### src/rtl/bbq_draw_pkg.sv
// Shared constants and state encoding for the steak sprite draw scheduler.
// Pure declarations; no logic, no latency.
package bbq_draw_pkg;
  localparam int NUM_STEAKS = 6;
  localparam int IDX_W      = 3;
  localparam int SPRITE_W   = 16;
  localparam int SPRITE_H   = 15;
  localparam int OFF_W      = 4;

  typedef enum logic [1:0] {IDLE, GRANT, DRAW, DONE} draw_state_t;
endpackage

### src/rtl/steak_draw_scheduler_rr_pick.sv
// Round-robin priority encoder: first set req bit after 'last', wrapping at N-1.
// Purely combinational, zero latency; no backpressure.
module rr_pick #(
  parameter int N = 6,
  parameter int W = 3
) (
  input  logic [N-1:0] req,
  input  logic [W-1:0] last,
  output logic         valid,
  output logic [W-1:0] idx
);
  logic [W:0] sum;

  // Walk from farthest to nearest so the nearest hit is the one left standing.
  always_comb begin
    valid = 1'b0;
    idx   = '0;
    sum   = '0;
    for (int i = N; i >= 1; i--) begin
      sum = {1'b0, last} + (W+1)'(i);
      if (sum >= (W+1)'(N)) sum = sum - (W+1)'(N);
      if (req[sum[W-1:0]]) begin
        valid = 1'b1;
        idx   = sum[W-1:0];
      end
    end
  end
endmodule

### src/rtl/steak_draw_scheduler.sv
// Dirty-flag round-robin scheduler sharing the VGA plot port among steak sprites.
// Per sprite: IDLE pick, GRANT, one DRAW cycle per accepted pixel, DONE; stalls on vga_ready=0. Urgent lane: BBQ_URGENT_EN.
module steak_draw_scheduler
  import bbq_draw_pkg::*;
(
  input  logic                  clk,
  input  logic                  resetn,
  input  logic [NUM_STEAKS-1:0] dirty,
  input  logic                  force_all,
`ifdef BBQ_URGENT_EN
  input  logic [NUM_STEAKS-1:0] urgent,
`endif
  input  logic                  vga_ready,
  output logic                  plot,
  output logic [IDX_W-1:0]      sel,
  output logic [OFF_W-1:0]      off_x,
  output logic [OFF_W-1:0]      off_y,
  output logic                  busy,
  output logic                  done,
  output logic [NUM_STEAKS-1:0] pending
);
  draw_state_t           state_q, state_d;
  logic [IDX_W-1:0]      sel_q, sel_d;
  logic [IDX_W-1:0]      last_q, last_d;
  logic [OFF_W-1:0]      off_x_q, off_x_d;
  logic [OFF_W-1:0]      off_y_q, off_y_d;
  logic [NUM_STEAKS-1:0] pending_q, pending_d;
  logic [NUM_STEAKS-1:0] clear_mask;
  logic                  pick_vld;
  logic [IDX_W-1:0]      pick_idx;

  rr_pick #(.N(NUM_STEAKS), .W(IDX_W)) u_rr_pick (
    .req   (pending_q),
    .last  (last_q),
    .valid (pick_vld),
    .idx   (pick_idx)
  );

`ifdef BBQ_URGENT_EN
  logic [NUM_STEAKS-1:0] urgent_q, urgent_d;
  logic                  urg_vld;
  logic [IDX_W-1:0]      urg_idx;

  always_comb begin
    urg_vld = |urgent_q;
    urg_idx = '0;
    for (int i = NUM_STEAKS-1; i >= 0; i--) begin
      if (urgent_q[i]) urg_idx = IDX_W'(i);
    end
  end
`endif

  always_comb begin
    state_d    = state_q;
    sel_d      = sel_q;
    last_d     = last_q;
    off_x_d    = off_x_q;
    off_y_d    = off_y_q;
    clear_mask = '0;
    case (state_q)
      IDLE: begin
`ifdef BBQ_URGENT_EN
        // Urgent grants bypass the rotation so ordinary fairness is untouched.
        if (urg_vld) begin
          sel_d               = urg_idx;
          clear_mask[urg_idx] = 1'b1;
          state_d             = GRANT;
        end else
`endif
        if (pick_vld) begin
          sel_d                = pick_idx;
          last_d               = pick_idx;
          clear_mask[pick_idx] = 1'b1;
          state_d              = GRANT;
        end
      end
      GRANT: begin
        off_x_d = '0;
        off_y_d = '0;
        state_d = DRAW;
      end
      DRAW: begin
        if (vga_ready) begin
          if (off_x_q == OFF_W'(SPRITE_W-1)) begin
            off_x_d = '0;
            if (off_y_q == OFF_W'(SPRITE_H-1)) begin
              off_y_d = '0;
              state_d = DONE;
            end else begin
              off_y_d = off_y_q + 1'b1;
            end
          end else begin
            off_x_d = off_x_q + 1'b1;
          end
        end
      end
      DONE:    state_d = IDLE;
      default: state_d = IDLE;
    endcase
    // Set beats clear, so a re-dirtied steak being granted is queued again.
    pending_d = (pending_q & ~clear_mask) | dirty | {NUM_STEAKS{force_all}};
`ifdef BBQ_URGENT_EN
    urgent_d  = (urgent_q & ~clear_mask) | urgent;
`endif
  end

  always_ff @(posedge clk) begin
    if (!resetn) begin
      state_q   <= IDLE;
      sel_q     <= '0;
      last_q    <= IDX_W'(NUM_STEAKS-1);
      off_x_q   <= '0;
      off_y_q   <= '0;
      pending_q <= '1;
`ifdef BBQ_URGENT_EN
      urgent_q  <= '0;
`endif
    end else begin
      state_q   <= state_d;
      sel_q     <= sel_d;
      last_q    <= last_d;
      off_x_q   <= off_x_d;
      off_y_q   <= off_y_d;
      pending_q <= pending_d;
`ifdef BBQ_URGENT_EN
      urgent_q  <= urgent_d;
`endif
    end
  end

  assign plot    = (state_q == DRAW);
  assign busy    = (state_q != IDLE);
  assign done    = (state_q == DONE);
  assign sel     = sel_q;
  assign off_x   = off_x_q;
  assign off_y   = off_y_q;
  assign pending = pending_q;
endmodule

### config.mk
export PLATFORM = sky130hd
export DESIGN_NAME = steak_draw_scheduler
export DESIGN_NICKNAME = d
export VERILOG_FILES = /design/src/rtl/bbq_draw_pkg.sv /design/src/rtl/steak_draw_scheduler_rr_pick.sv /design/src/rtl/steak_draw_scheduler.sv
export SDC_FILE = /design/constraint.sdc
export NUM_CORES = 1
export LEC_CHECK = 0
export BUFFER_PORTS_ARGS = -buffer_cell sky130_fd_sc_hd__buf_2
export CORE_AREA = 8 8 65 81
export DETAILED_ROUTE_END_ITERATION = 7
export DIE_AREA = 0 0 73 89
export HOLD_SLACK_MARGIN = 0.12
export PLACE_DENSITY = 0.81
export SYNTH_ARGS = -nofsm -noshare
export SYNTH_HDL_FRONTEND = slang
export SYNTH_SLANG_ARGS = --single-unit
### constraint.sdc
create_clock -name clk -period 4.5 [get_ports clk]
set_clock_uncertainty 0.15 [all_clocks]
set_input_delay 0.45 -clock clk [delete_from_list [all_inputs] [get_ports clk]]
set_output_delay 0.45 -clock clk [all_outputs]
set_load 0.02 [all_outputs]
# Yosys cells after proc, flatten, opt, wreduce, memory -nomap -nowiden
# Index checks and enable logic that the tools add are counted.
# word_totals
ff_bits	22
inputBits	10
output_inout_bits	20
wordCells	101
# op_classes
add_sub_neg	14
order_cmp	14
n_eq_ne	9
mux	46
bitwise_logic	4
reduce_logical	8
# op_table
op	count
$mux W3	12
$lt A3 B4 Y1 const B	7
$ge A4 B3 Y1 const B	6
$mux W4	5
$bmux W1 S3	6
$sub A3 B3 Y3 const B	6
$pmux W4 S2	2
$mux W1	13
$add A3 B3 Y4 const B	3
$mux W6	2
$or A6 B6 Y6	2
$add A3 B2 Y4 const B	2
$add A4 B1 Y4 const B	2
$eq A4 B4 Y1 const B	2
$mux W2	4
$pmux W2 S4	1
$and A6 B6 Y6	1
$not A6 Y6	1
$add A3 B1 Y4 const B	1
$eq A2 B2 Y1 const B	2
$ne A2 B1 Y1 const B	2
$ne A2 B2 Y1 const B	2
$reduce_and A2 Y1	2
$reduce_and A4 Y1	1
other kinds (7)	8

# Depth between registers and ports, before layout
# logic_depth
depth_word	21
ltp_mapped	14
ltp_nobuf	10

# Hierarchy
# A second synthesis with hierarchy kept.
# hier_totals
cells_unflattened	225
hier_area_um2	1929.4
# by_module_without_submodules
module	instances	cells_per_inst	area_per_inst_um2	seq_area_each_um2
steak_draw_scheduler	1	109	996.0	420.4
rr_pick	1	116	933.4	0.0

# Worst setup path after synthesis
# OpenSTA, ideal clock, no wires.
# synth_timing
path_type	register -> register
start	register last_q[0]
end	register pending_q[3] (netlist: pending[3])
setup_ps	120
arrival_ps	3224
required_ps	4230
path_slack_ps	1006
stages_incl_launch_ff	14
path_buffers	4
period_less_slack_ps	3494
path_cell_list	dfxtp_1 buf_6 buf_2 inv_1 ha_1 clkbuf_1 clkbuf_1 nand3_1 o311ai_1 mux2_1 a211oi_1 mux2i_1 nand3_1 a211o_1
# synth_between
elab_chain_cells	21
elab_cells_between_ends	59
cone_classes	add/sub (12); order compare (8); mux (34); bitwise (4); reduce/logical (1)
# synth_lines
item	line_no	source
start: declaration	steak_draw_scheduler.sv:24	logic [IDX_W-1:0] last_q, last_d;
start signal: assignment	steak_draw_scheduler.sv:111	last_q <= IDX_W'(NUM_STEAKS-1);
start signal: assignment	steak_draw_scheduler.sv:121	last_q <= last_d;
$add A3 B3 Y4	steak_draw_scheduler_rr_pick.sv:20	sum = {1'b0, last} + (W+1)'(i);
$ge A4 B3 Y1 / $sub A3 B3 Y3 (equally long branches)	steak_draw_scheduler_rr_pick.sv:21	if (sum >= (W+1)'(N)) sum = sum - (W+1)'(N);
$mux W3	steak_draw_scheduler_rr_pick.sv:21	
$bmux W1 S3	steak_draw_scheduler_rr_pick.sv:22	if (req[sum[W-1:0]]) begin
$mux W1 (implied by the code)	steak_draw_scheduler_rr_pick.sv:22	
$mux W3 (6 in series)	steak_draw_scheduler_rr_pick.sv:22	
$lt A3 B4 Y1 (implied by the code) / $ge A3 B1 Y1 (equally long branches)	steak_draw_scheduler.sv:73	clear_mask[pick_idx] = 1'b1;
$logic_and A1 B1 Y1 (implied by the code)	steak_draw_scheduler.sv:73	
$mux W1 (implied by the code)	steak_draw_scheduler.sv:73	
$demux W1 S3	steak_draw_scheduler.sv:73	
$mux W6 (*)	steak_draw_scheduler.sv:70	if (pick_vld) begin
$mux W6 (*)	steak_draw_scheduler.sv:60	case (state_q)
$not A6 Y6 (*)	steak_draw_scheduler.sv:101	pending_d = (pending_q & ~clear_mask) | dirty | {NUM_STEAKS{force_all}};
$and A6 B6 Y6 (*)	steak_draw_scheduler.sv:101	
$or A6 B6 Y6 (*) (2 in series)	steak_draw_scheduler.sv:101	
end signal: assignment	steak_draw_scheduler.sv:124	pending_q <= pending_d;
end: declaration	steak_draw_scheduler.sv:27	logic [NUM_STEAKS-1:0] pending_q, pending_d;
# Every way passes the cells marked *; elsewhere a longest branch is shown, timed or not. The select of a mux whose other input is x is not followed.
# A chain may end at the register's enable or synchronous reset.

==> impl_metrics.yaml <==
run_status:
  status: "complete, no violations"
layout:
  fin_nets: 283
  fillers: 386
  diodes: 0
  area_growth_pct: 10.7
  drive_gt1_share_pct: 19.6
  finalInstanceArea_um2: 2170
sta:
  fin_crit_sh_pct: 86.5
  max-slew-margin-rel_pct: 48.5
  finalSetupTns_ns: 0
  fmaxAchievable_ghz: 0.257
  finalMaxSlewViolations: 0
  worst_pin_slew_ns: 0.754
  setup_viol: 0
  fin_ws_ns: 0.607
  final_hold_viol_count: 0
  rsz0062_at_grt: "false"
  post-route-min-period_ns: 3.89
critical_path:
  critical_path_class: "flip-flop to flip-flop"
  r2r-end: "pending[3]$_SDFF_PN1_"
  r2r_start: "sel[1]$_SDFFE_PN0P_"
  worst-endpoint-required_ns: 4.51
  cp_max_fo: 19
  cp_cell_sequence: "inv_1, ha_1, nand4_1, a22o_1, a2111oi_0, or2_1, a211oi_1, mux2i_1, nand3_1, a211o_1"
  start_kind: "flip-flop"
  reg2reg_slack_ns: 0.61
  end_kind: "flip-flop"
  worst-r2r-cell-count: 10
  cp-endpoint: "pending[3]$_SDFF_PN1_"
  critPathLaunch: "sel[1]$_SDFFE_PN0P_"
  arrival_ns: 3.91
  critPathMaxStageDelay_ns: 0.70
  slowest_stage: "ha_1"
synth:
  synth_cells: 232
  synth_area_leaders: "dfxtp_1, ha_1, mux2i_1"
  synthFlopType: "dfxtp_1"
  synth_compound_gate_area_share_pct: 20.3
  synth_edf_count: 0
  yosysUniqueCellTypes: 66
  seq_area_frac_synth_pct: 21.5
  synth_common_cells: "dfxtp_1, ha_1, mux2i_1, nand2_1, nor2_1"
  synth_top_family_by_area: "simple AND/OR/NAND/NOR gates"
  synth-xor-area-share_pct: 4.48
  synth.mux.area_fraction_pct: 13.2
  yosysTopAreaCell: "dfxtp_1"
  synth-simple-area-share_pct: 24.3
  syn_avg_cell_area_um2: 8.43
  netlist.area_leader.share_pct: 21.5
  synthesis.nets: 259
  synthArstFlopShare_pct: 0
  synth.most_common_cell: "dfxtp_1"
  yosys.area_share.adder_pct: 10.9
  synth_area_um2: 1960
  synth-warning-count: 0
  postSynthRegisterBits: 21
cts:
  cts_resized: 0
  postCtsSetupRepairBufs: 0
  cts_made_buffers: 3
  postCtsHoldBufs: 0
  clkLatencyLatePin_ns: 0.27
  clk_pin_slew_ns: 0.08
  cts_buffer_depth: 2
  cts.sinks: 21
  cts_root_buf: "clkbuf_8"
  cts_tree: "done"
  htreeDepth: 1
grt:
  grt_pass1_wl_mm: 7.57
  grt_overflow_total: 0
  grt_pass1_vias: 1728
  track_usage_pct: 14.2
  grt_antenna_before_repair: 0
  grt_max_degree: 20
routing:
  drc: 0
  via_per_inst: 5.77
  num_vias: 1795
  wl_per_cell_um: 14.9
  drt-initial-drc-count: 135
  dr.pass1.iters: 4
  routed_wl_mm: 4.65
  antenna_left: 0
floorplanning:
  rows: 26
  io_pins: 30
  die_x_um: 73
  dieArea_um2: 6500
  core_area_um2: 4000
  start_util_pct: 48.9
  die_y_um: 89
place:
  dp_hpwl_mm: 3.65
  preCtsSetupSlack_ns: 0.645
  port_buffers: 29
  place_area_um2: 2120
  gp_congestion: 0.877
min_path:
  hold_depth: 2
  hold_path.class: "primary input to flip-flop"
power:
  power_leakage_nw: 0.950
  cellPowerDensity_nw_per_um2: 677
  vdd_drop_max_mv: 0.364
job:
  maxCapViolCount: 0
==> registers in the layout, summed over array words and instances (netlist names) <==
register	flops
pending	6
last_q	2
state_q	2
off_x	4
off_y	4
sel	3
==> layer usage <==
layer | part of all wire, % | track usage (%) | vias up
met5 | 0 | 0 | -
met4 | 2.4 | 7.12 | 0
met3 | 3.7 | 2.24 | 14
met2 | 50 | 25.6 | 54
met1 | 44 | 15.8 | 827
li1 | - | - | 900
==> area by class of cell <==
| cell class | instances | area [um^2] | share of cell area [%] |
|---|---|---|---|
| Inverter | 10 | 37.5 | 1.73 |
| Sequential cell | 21 | 420 | 19.4 |
| Timing Repair Buffer | 31 | 160 | 7.39 |
| Tap cell | 56 | 70.1 | 3.24 |
| Clock buffer | 3 | 41.3 | 1.91 |
| Clock inverter | 1 | 5.00 | 0.231 |
| Multi-Input combinational cell | 189 | 1430 | 66.1 |
==> critical path: cells and delay by family, from the launching register on <==
family,cells,cell delay [ns]
fa+ha+maj,1,0.70
flops,1,0.52
simple gates,3,0.54
buf+inv,1,0.25
compound gates,4,1.32
mux,1,0.33
==> through the flow <==
step	std cells	power (mW)	hold WS [ns]	utilization [%]
after floorplan	232	1.13	0.318	-
after global placement	307	1.32	0.329	53.0
after detailed placement	307	1.33	0.344	53.0
after CTS	311	1.46	0.209	54.1
after global routing	311	1.59	0.211	54.1
final	311	1.47	0.208	54.1
==> cells in the final DEF, fill, tap and decap left out, drive strengths merged, types with 8 or more instances in the layout <==
cell type	n
nor3	12
a21oi	11
nand3	8
buf	31
nor2	15
ha	17
nand2	15
inv	10
dfxtp	21
mux2i	16
==> logic make-up (layout without fill, tap and decap cells) <==
family | Yosys count | count (layout)
adders and majority gates | 17 | 17
and+or+nand+nor | 85 | 85
muxes | 23 | 23
xor gates and xnor gates | 10 | 10
DFF | 21 | 21
AOI/OAI and AO/OA | 54 | 54
buffers and inverters | 22 | 45
==> where the power goes <==
group,switching [mW],leakage [nW],total (mW),internal (mW)
sequential,0.0671,0.171,0.293,0.226
combinational,0.619,0.753,1.05,0.428
clock,0.0645,0.0255,0.126,0.0618
==> worst min-delay path by stage <==
| stage | slack [ns] | start | endpoint |
|---|---|---|---|
| global route | 0.21 | dirty[5] | pending[5]$_SDFF_PN1_ |
| CTS | 0.21 | dirty[3] | pending[3]$_SDFF_PN1_ |
| finish | 0.21 | dirty[3] | pending[3]$_SDFF_PN1_ |
| global placement | 0.33 | sel[2]$_SDFFE_PN0P_ | sel[2]$_SDFFE_PN0P_ |
| floorplan | 0.32 | state_q[1]$_SDFFE_PN0P_ | state_q[1]$_SDFFE_PN0P_ |
| detailed placement | 0.34 | sel[2]$_SDFFE_PN0P_ | sel[2]$_SDFFE_PN0P_ |
Power figures use the tool's default switching activity.
